===== config.mk =====
export PLATFORM = sky130hd
export DESIGN_NAME = line_transmitter_flat
export DESIGN_NICKNAME = d
export VERILOG_FILES = /design/src/rtl/line_transmitter_if.sv /design/src/rtl/line_transmitter.sv /design/src/flat_wrapper.sv
export SDC_FILE = /design/constraint.sdc
export NUM_CORES = 1
export LEC_CHECK = 0
export BUFFER_PORTS_ARGS = -buffer_cell sky130_fd_sc_hd__buf_2
export CORE_MARGIN = 3
export CORE_UTILIZATION = 40
export DETAILED_ROUTE_END_ITERATION = 6
export GPL_ROUTABILITY_DRIVEN = 0
export GPL_TIMING_DRIVEN = 1
export SLEW_MARGIN = 10
export SYNTH_ARGS = -nofsm -noshare
export SYNTH_HDL_FRONTEND = slang
export SYNTH_SLANG_ARGS = --single-unit

===== constraint.sdc =====
create_clock -name clk -period 2.6 [get_ports clk]
set_clock_uncertainty 0.15 [all_clocks]
set_input_delay 0.26 -clock clk [delete_from_list [all_inputs] [get_ports clk]]
set_output_delay 0.26 -clock clk [all_outputs]
set_load 0.01 [all_outputs]

===== src/rtl/line_transmitter_if.sv =====
// Character-source / UART-line bundle for line_transmitter.
// master = character source side, slave = the transmitter.
interface line_transmitter_if #(
   parameter int unsigned DEPTH = 32
);
   localparam int unsigned CNT_W = $clog2(DEPTH) + 1;

   logic             char_valid;
   logic [7:0]       char_data;
   logic             send;
   logic             clear;
   logic             tx;
   logic             busy;
   logic [CNT_W-1:0] count;
   logic             full;
   logic             overflow;
   logic             byte_done;

   modport master (
      output char_valid, char_data, send, clear,
      input  tx, busy, count, full, overflow, byte_done
   );

   modport slave (
      input  char_valid, char_data, send, clear,
      output tx, busy, count, full, overflow, byte_done
   );
endinterface


===== src/rtl/line_transmitter.sv =====
// Line-buffered UART 8N1 transmitter: collects characters, then sends the
// whole line LSB first followed by the NEWLINE terminator byte.
module line_transmitter #(
   parameter int unsigned CLK_FREQ = 100_000_000,
   parameter int unsigned BAUD     = 9600,
   parameter int unsigned DEPTH    = 32,
   parameter logic [7:0]  NEWLINE  = 8'h7E
) (
   input  logic               clk,
   input  logic               reset,
   line_transmitter_if.slave  bus
);
   localparam int unsigned CPB    = CLK_FREQ / BAUD;
   localparam int unsigned BAUD_W = $clog2(CPB);
   localparam int unsigned AW     = $clog2(DEPTH);
   localparam int unsigned CNT_W  = AW + 1;
   localparam logic [BAUD_W-1:0] BAUD_LAST = BAUD_W'(CPB - 1);
   localparam logic [CNT_W-1:0]  DEPTH_C   = CNT_W'(DEPTH);

   typedef enum logic [2:0] {IDLE, START, DATA, STOP, NEXT} state_t;

   state_t            state;
   logic [7:0]        mem [DEPTH];
   logic [BAUD_W-1:0] baud_cnt;
   logic [2:0]        bit_idx;
   logic [7:0]        shift;
   logic [CNT_W-1:0]  count;
   logic [CNT_W-1:0]  rd;
   logic              is_term;
   logic              tx;
   logic              busy;
   logic              full;
   logic              overflow;
   logic              byte_done;

   logic              append_c;
   logic [CNT_W-1:0]  cnt_nxt_c;
   logic [CNT_W-1:0]  rd_nxt_c;
   logic [7:0]        first_c;

   // Idle-side line edits: clear beats append; an append in the send cycle joins the line
   always_comb begin
      append_c  = bus.char_valid && !bus.clear && (count < DEPTH_C);
      cnt_nxt_c = count;
      if (bus.clear)
         cnt_nxt_c = '0;
      else if (append_c)
         cnt_nxt_c = count + CNT_W'(1);
      first_c  = (count == '0) ? bus.char_data : mem[0];
      rd_nxt_c = rd + CNT_W'(1);
   end

   always_ff @(posedge clk) begin
      if (!reset && state == IDLE && append_c)
         mem[count[AW-1:0]] <= bus.char_data;
   end

   always_ff @(posedge clk) begin
      if (reset) begin
         state     <= IDLE;
         baud_cnt  <= '0;
         bit_idx   <= '0;
         shift     <= '0;
         count     <= '0;
         rd        <= '0;
         is_term   <= 1'b0;
         tx        <= 1'b1;
         busy      <= 1'b0;
         full      <= 1'b0;
         overflow  <= 1'b0;
         byte_done <= 1'b0;
      end else begin
         byte_done <= 1'b0;
         overflow  <= (state != IDLE) && bus.char_valid;
         case (state)
            IDLE: begin
               count    <= cnt_nxt_c;
               full     <= (cnt_nxt_c == DEPTH_C);
               overflow <= bus.char_valid && !bus.clear && !append_c;
               if (bus.send) begin
                  state    <= START;
                  busy     <= 1'b1;
                  tx       <= 1'b0;
                  baud_cnt <= '0;
                  rd       <= '0;
                  is_term  <= (cnt_nxt_c == '0);
                  shift    <= (cnt_nxt_c == '0) ? NEWLINE : first_c;
               end
            end
            START: begin
               if (baud_cnt == BAUD_LAST) begin
                  baud_cnt <= '0;
                  bit_idx  <= '0;
                  state    <= DATA;
                  tx       <= shift[0];
               end else begin
                  baud_cnt <= baud_cnt + BAUD_W'(1);
               end
            end
            DATA: begin
               if (baud_cnt == BAUD_LAST) begin
                  baud_cnt <= '0;
                  shift    <= shift >> 1;
                  if (bit_idx == 3'd7) begin
                     state <= STOP;
                     tx    <= 1'b1;
                  end else begin
                     bit_idx <= bit_idx + 3'd1;
                     tx      <= shift[1];
                  end
               end else begin
                  baud_cnt <= baud_cnt + BAUD_W'(1);
               end
            end
            STOP: begin
               if (baud_cnt == BAUD_LAST) begin
                  baud_cnt  <= '0;
                  state     <= NEXT;
                  byte_done <= 1'b1;
               end else begin
                  baud_cnt <= baud_cnt + BAUD_W'(1);
               end
            end
            NEXT: begin
               // is_term, not the byte value, marks the end so 0x7E data is safe
               if (is_term) begin
                  state   <= IDLE;
                  busy    <= 1'b0;
                  count   <= '0;
                  full    <= 1'b0;
                  rd      <= '0;
                  is_term <= 1'b0;
               end else begin
                  state <= START;
                  tx    <= 1'b0;
                  if (rd_nxt_c < count) begin
                     rd    <= rd_nxt_c;
                     shift <= mem[rd_nxt_c[AW-1:0]];
                  end else begin
                     shift   <= NEWLINE;
                     is_term <= 1'b1;
                  end
               end
            end
            default: state <= IDLE;
         endcase
      end
   end

   assign bus.tx        = tx;
   assign bus.busy      = busy;
   assign bus.count     = count;
   assign bus.full      = full;
   assign bus.overflow  = overflow;
   assign bus.byte_done = byte_done;
endmodule


===== src/flat_wrapper.sv =====
// flat-port wrapper written by rule: the top's interface ports become plain ports
module line_transmitter_flat 
#(
   parameter int unsigned CLK_FREQ = 100_000_000,
   parameter int unsigned BAUD     = 9600,
   parameter int unsigned DEPTH    = 32,
   parameter logic [7:0]  NEWLINE  = 8'h7E
)
  (clk, reset, bus_char_valid, bus_char_data, bus_send, bus_clear, bus_tx, bus_busy, bus_count, bus_full, bus_overflow, bus_byte_done);
  line_transmitter_if #(.DEPTH(DEPTH)) bus_i ();
  input  logic clk;
  input  logic reset;
  input wire logic [$bits(bus_i.char_valid)-1:0] bus_char_valid;
  input wire logic [$bits(bus_i.char_data)-1:0] bus_char_data;
  input wire logic [$bits(bus_i.send)-1:0] bus_send;
  input wire logic [$bits(bus_i.clear)-1:0] bus_clear;
  output wire logic [$bits(bus_i.tx)-1:0] bus_tx;
  output wire logic [$bits(bus_i.busy)-1:0] bus_busy;
  output wire logic [$bits(bus_i.count)-1:0] bus_count;
  output wire logic [$bits(bus_i.full)-1:0] bus_full;
  output wire logic [$bits(bus_i.overflow)-1:0] bus_overflow;
  output wire logic [$bits(bus_i.byte_done)-1:0] bus_byte_done;
  assign bus_i.char_valid = bus_char_valid;
  assign bus_i.char_data = bus_char_data;
  assign bus_i.send = bus_send;
  assign bus_i.clear = bus_clear;
  assign bus_tx = bus_i.tx;
  assign bus_busy = bus_i.busy;
  assign bus_count = bus_i.count;
  assign bus_full = bus_i.full;
  assign bus_overflow = bus_i.overflow;
  assign bus_byte_done = bus_i.byte_done;
  line_transmitter #(.CLK_FREQ(CLK_FREQ), .BAUD(BAUD), .DEPTH(DEPTH), .NEWLINE(NEWLINE)) u_core (.clk(clk), .reset(reset), .bus(bus_i));
endmodule

==> metrics.txt <==
run status=complete, no violations; average detailed-routed wire length per instance=22.4 um; die span in x=185 um; global route total overflow=0; share of synthesized cell area in and, or, nand and nor gates=9.69%; Hold Startpoint=bus_char_data[2]; crit end category=flop; Avg Cell Area, Syn=15.0 um^2; CP required=2.84 ns; Detailed Route Iter0 Violations=762; count of final setup violators=0; end-of-flow core utilization=48.1%; worst endpoint data arrival time=2.67 ns; final HPWL from detailed placement=19700 um; largest net degree at the start of global routing=38; Buffers on Ports=23; post-route insts no fill=1389; power per unit of standard cell area=685 nW/um^2; critical path startpoint category=flop; Cell Chain, Critical Path=ha_4 -> nand3_1 -> xnor2_1 -> ha_1 -> o2111ai_1 -> a21boi_1 -> o21a_2 -> o311ai_2 -> o41ai_1; crit path launch=u_core.rd[0]$_SDFFE_PP0P_; final-stage net count=991; cell type with the largest total area after synthesis=sky130_fd_sc_hd__edfxtp_1; count of endpoints failing hold in the final timing report=0; fraction of the mapped netlist area in compound gates=7.22%; drt via density=5.62; post-route clock period utilization=93.5%; die outline height=185 um; most instantiated library cell after synthesis=sky130_fd_sc_hd__edfxtp_1; cell count after placement=1327; synth unique cells=68; leakage power of the design=5.03 nW; CTS tree=yes; remaining antenna violation count=0; register area share after synthesis=66.8%; number of diodes added for antenna fixing=0; Initial Utilization=40.7%; clock network latency to the later pin of the worst-skew pair=0.53 ns; total die area=34400 um^2; clock root buffer=sky130_fd_sc_hd__clkbuf_16; max_slew headroom=40.3%; async set-or-reset flop fraction in the synthesized netlist=0%; Max H-tree Level=2; placement row count=65; netlist area before placement=12900 um^2; top post-synthesis cells by area=sky130_fd_sc_hd__edfxtp_1, sky130_fd_sc_hd__mux4_2, sky130_fd_sc_hd__dfxtp_1, sky130_fd_sc_hd__nor2_1, sky130_fd_sc_hd__nand2_1; total via count in the routed design=7800; worst reg2reg startpoint=u_core.rd[0]$_SDFFE_PP0P_; clk buf depth=3; worst IR drop on VDD=0.513 mV; total wirelength of the detailed-routed design=31100 um; number of synthesized register bits=302; vias in the first global route=7847; largest stage delay on the critical path=0.41 ns; count of pins over their slew limit=0; TritonCTS Buffers=34; layout cell share with drive strength beyond 1=24.8%; Overall Power=10.4 mW; worst min-delay path class=input pin to flop; final critical-path required period=2.43 ns; worst slew pin tran=0.887 ns; drc violations=0; number of antenna violations at the first check in global routing=0; # IOs=24; number of nets produced by synthesis=884; multiplexer share of the synthesized area=12.6%; synthesis-to-finish area growth=18.0%; Fin Setup TNS=0 ns; YS warnings=0; crit path kind=flop to flop; number of flops mapped to enable cells by yosys=256; Core Box Area=31600 um^2; leading post-synthesis cells by instance count=sky130_fd_sc_hd__edfxtp_1, sky130_fd_sc_hd__nor2_1, sky130_fd_sc_hd__nand2_1; first-pass GRT wire length=47300 um; Syn Inst Count=858; Max Fanout on Critical Path=7; count of TritonRoute iterations in the first routing pass=7; top cell type's share of synthesized area=59.7%; number of clock sinks=302; most instantiated flip-flop cell in the synthesis netlist=sky130_fd_sc_hd__edfxtp_1; adder-cell share of the synthesized area=1.26%; XOR/XNOR Fraction of Synth Area=0.534%; max-cap violation count=0; post-CTS clock slew at the launch and capture registers of the worst setup and hold paths=0.06 ns; max frequency=0.411 GHz; critical path's slowest cell=sky130_fd_sc_hd__dfxtp_4; combinational family with the most area after synthesis=multiplexers; GRT Util Overall=18.3%
-- layout by cell type (no fill, tap or decap), drive strengths merged, types with 4 or more instances in the layout --
master and n:
a2bb2oi 6, clkinv 13, nand2 77, a21oi 35, or3 6, o31ai 4, o22ai 7, nand3b 5
inv 13, a31oi 6, nor2 96, a32o 6, mux4 64, mux2i 17, a32oi 4, edfxtp 256
ha 13, nand2b 4, nand3 20, dfxtp 46, a21o 9, or2 4, a311oi 6, bufinv 4
nor3b 6, nor3 11, buf 111, o21ai 34, nand4 10, clkbuf 40, nor2b 5, xnor2 6
-- metal layers --
metal  track usage, %  up-vias  part of all wire [%]
li1                 -     3571                     -
met1             26.5     3978                    46
met2             29.2      201                    47
met3             2.81       50                   4.9
met4             4.98        0                   2.2
met5                0        -                     0
-- flip-flops by register name, indices dropped and copies added, names as in the netlist --
signal	cells
u_core.bus.overflow	1
u_core.baud_cnt	14
u_core.bus.tx	1
u_core.is_term	1
u_core.bus.busy	1
u_core.shift	8
u_core.rd	6
u_core.state	3
u_core.bus.count	6
u_core.mem	256
u_core.bit_idx	3
u_core.bus.byte_done	1
u_core.bus.full	1
-- through the flow --
| step | hold slack, ns | worst slack, ns | area (um^2) |
|---|---|---|---|
| detailed placement | 0.309 | 0.0909 | 14000 |
| global placement | 0.291 | 0.160 | 14000 |
| CTS | 0.00847 | 0.0445 | 15200 |
| finish | 0.0202 | 0.170 | 15200 |
| floorplan | 0.209 | -0.0398 | 12900 |
| global route | 0.0236 | -0.0263 | 15200 |
-- worst paths after layout --
check                                        end  slack, ns  cells past startpoint
setup / recovery       u_core.rd[3]$_SDFFE_PP0P_       0.17                      9
hold / removal       u_core.mem[25][2]$_DFFE_PP_       0.02                      1
setup reg to reg       u_core.rd[3]$_SDFFE_PP0P_       0.17                      9
hold reg to reg   u_core.bit_idx[1]$_SDFFE_PP0P_       0.31                      2
-- kinds of logic (layout without fill, tap and decap cells) --
kind of cell / count (synthesis) / after routing
XOR/XNOR: 7 / 7
flip-flops: 302 / 302
adder cells (fa/ha/maj): 13 / 13
multiplexers: 82 / 82
AND/OR/NAND/NOR: 259 / 259
AO/OA/AOI/OAI: 140 / 140
buffers and inverters: 55 / 184
-- final cells by class --
class / count / area, um^2
inverter: 12 / 46.3
fill: 2689 / 16400
timing repair buffer: 114 / 843
clock buffer: 40 / 873
multi-input combinational: 501 / 4080
tap: 402 / 503
clock inverter: 18 / 239
sequential: 302 / 8610
-- critical path: cells and delay by family (launching register included) --
| kind | cells | cell delay [ns] |
|---|---|---|
| and+or+nand+nor | 1 | 0.10 |
| AOI/OAI and AO/OA | 5 | 0.96 |
| adders and majority gates | 2 | 0.47 |
| xor gates and xnor gates | 1 | 0.22 |
| DFF | 1 | 0.41 |
-- timing repair --
action                                  in CTS  in global routing
gates resized for setup                      0                  7
setup buffers                                0                  1
endpoints found under the setup margin       0                 13
hold buffers                                 3                  0
endpoints found under the hold margin        7                  0
-- report_power, final --
group / leakage (nW) / switching (mW) / internal (mW)
Clock: 0.536 / 1.96 / 2.83
Combinational: 1.82 / 0.227 / 0.106
Sequential: 2.68 / 0.0222 / 5.27
Total: 5.03 / 2.21 / 8.21
Power figures use the tool's default switching activity.
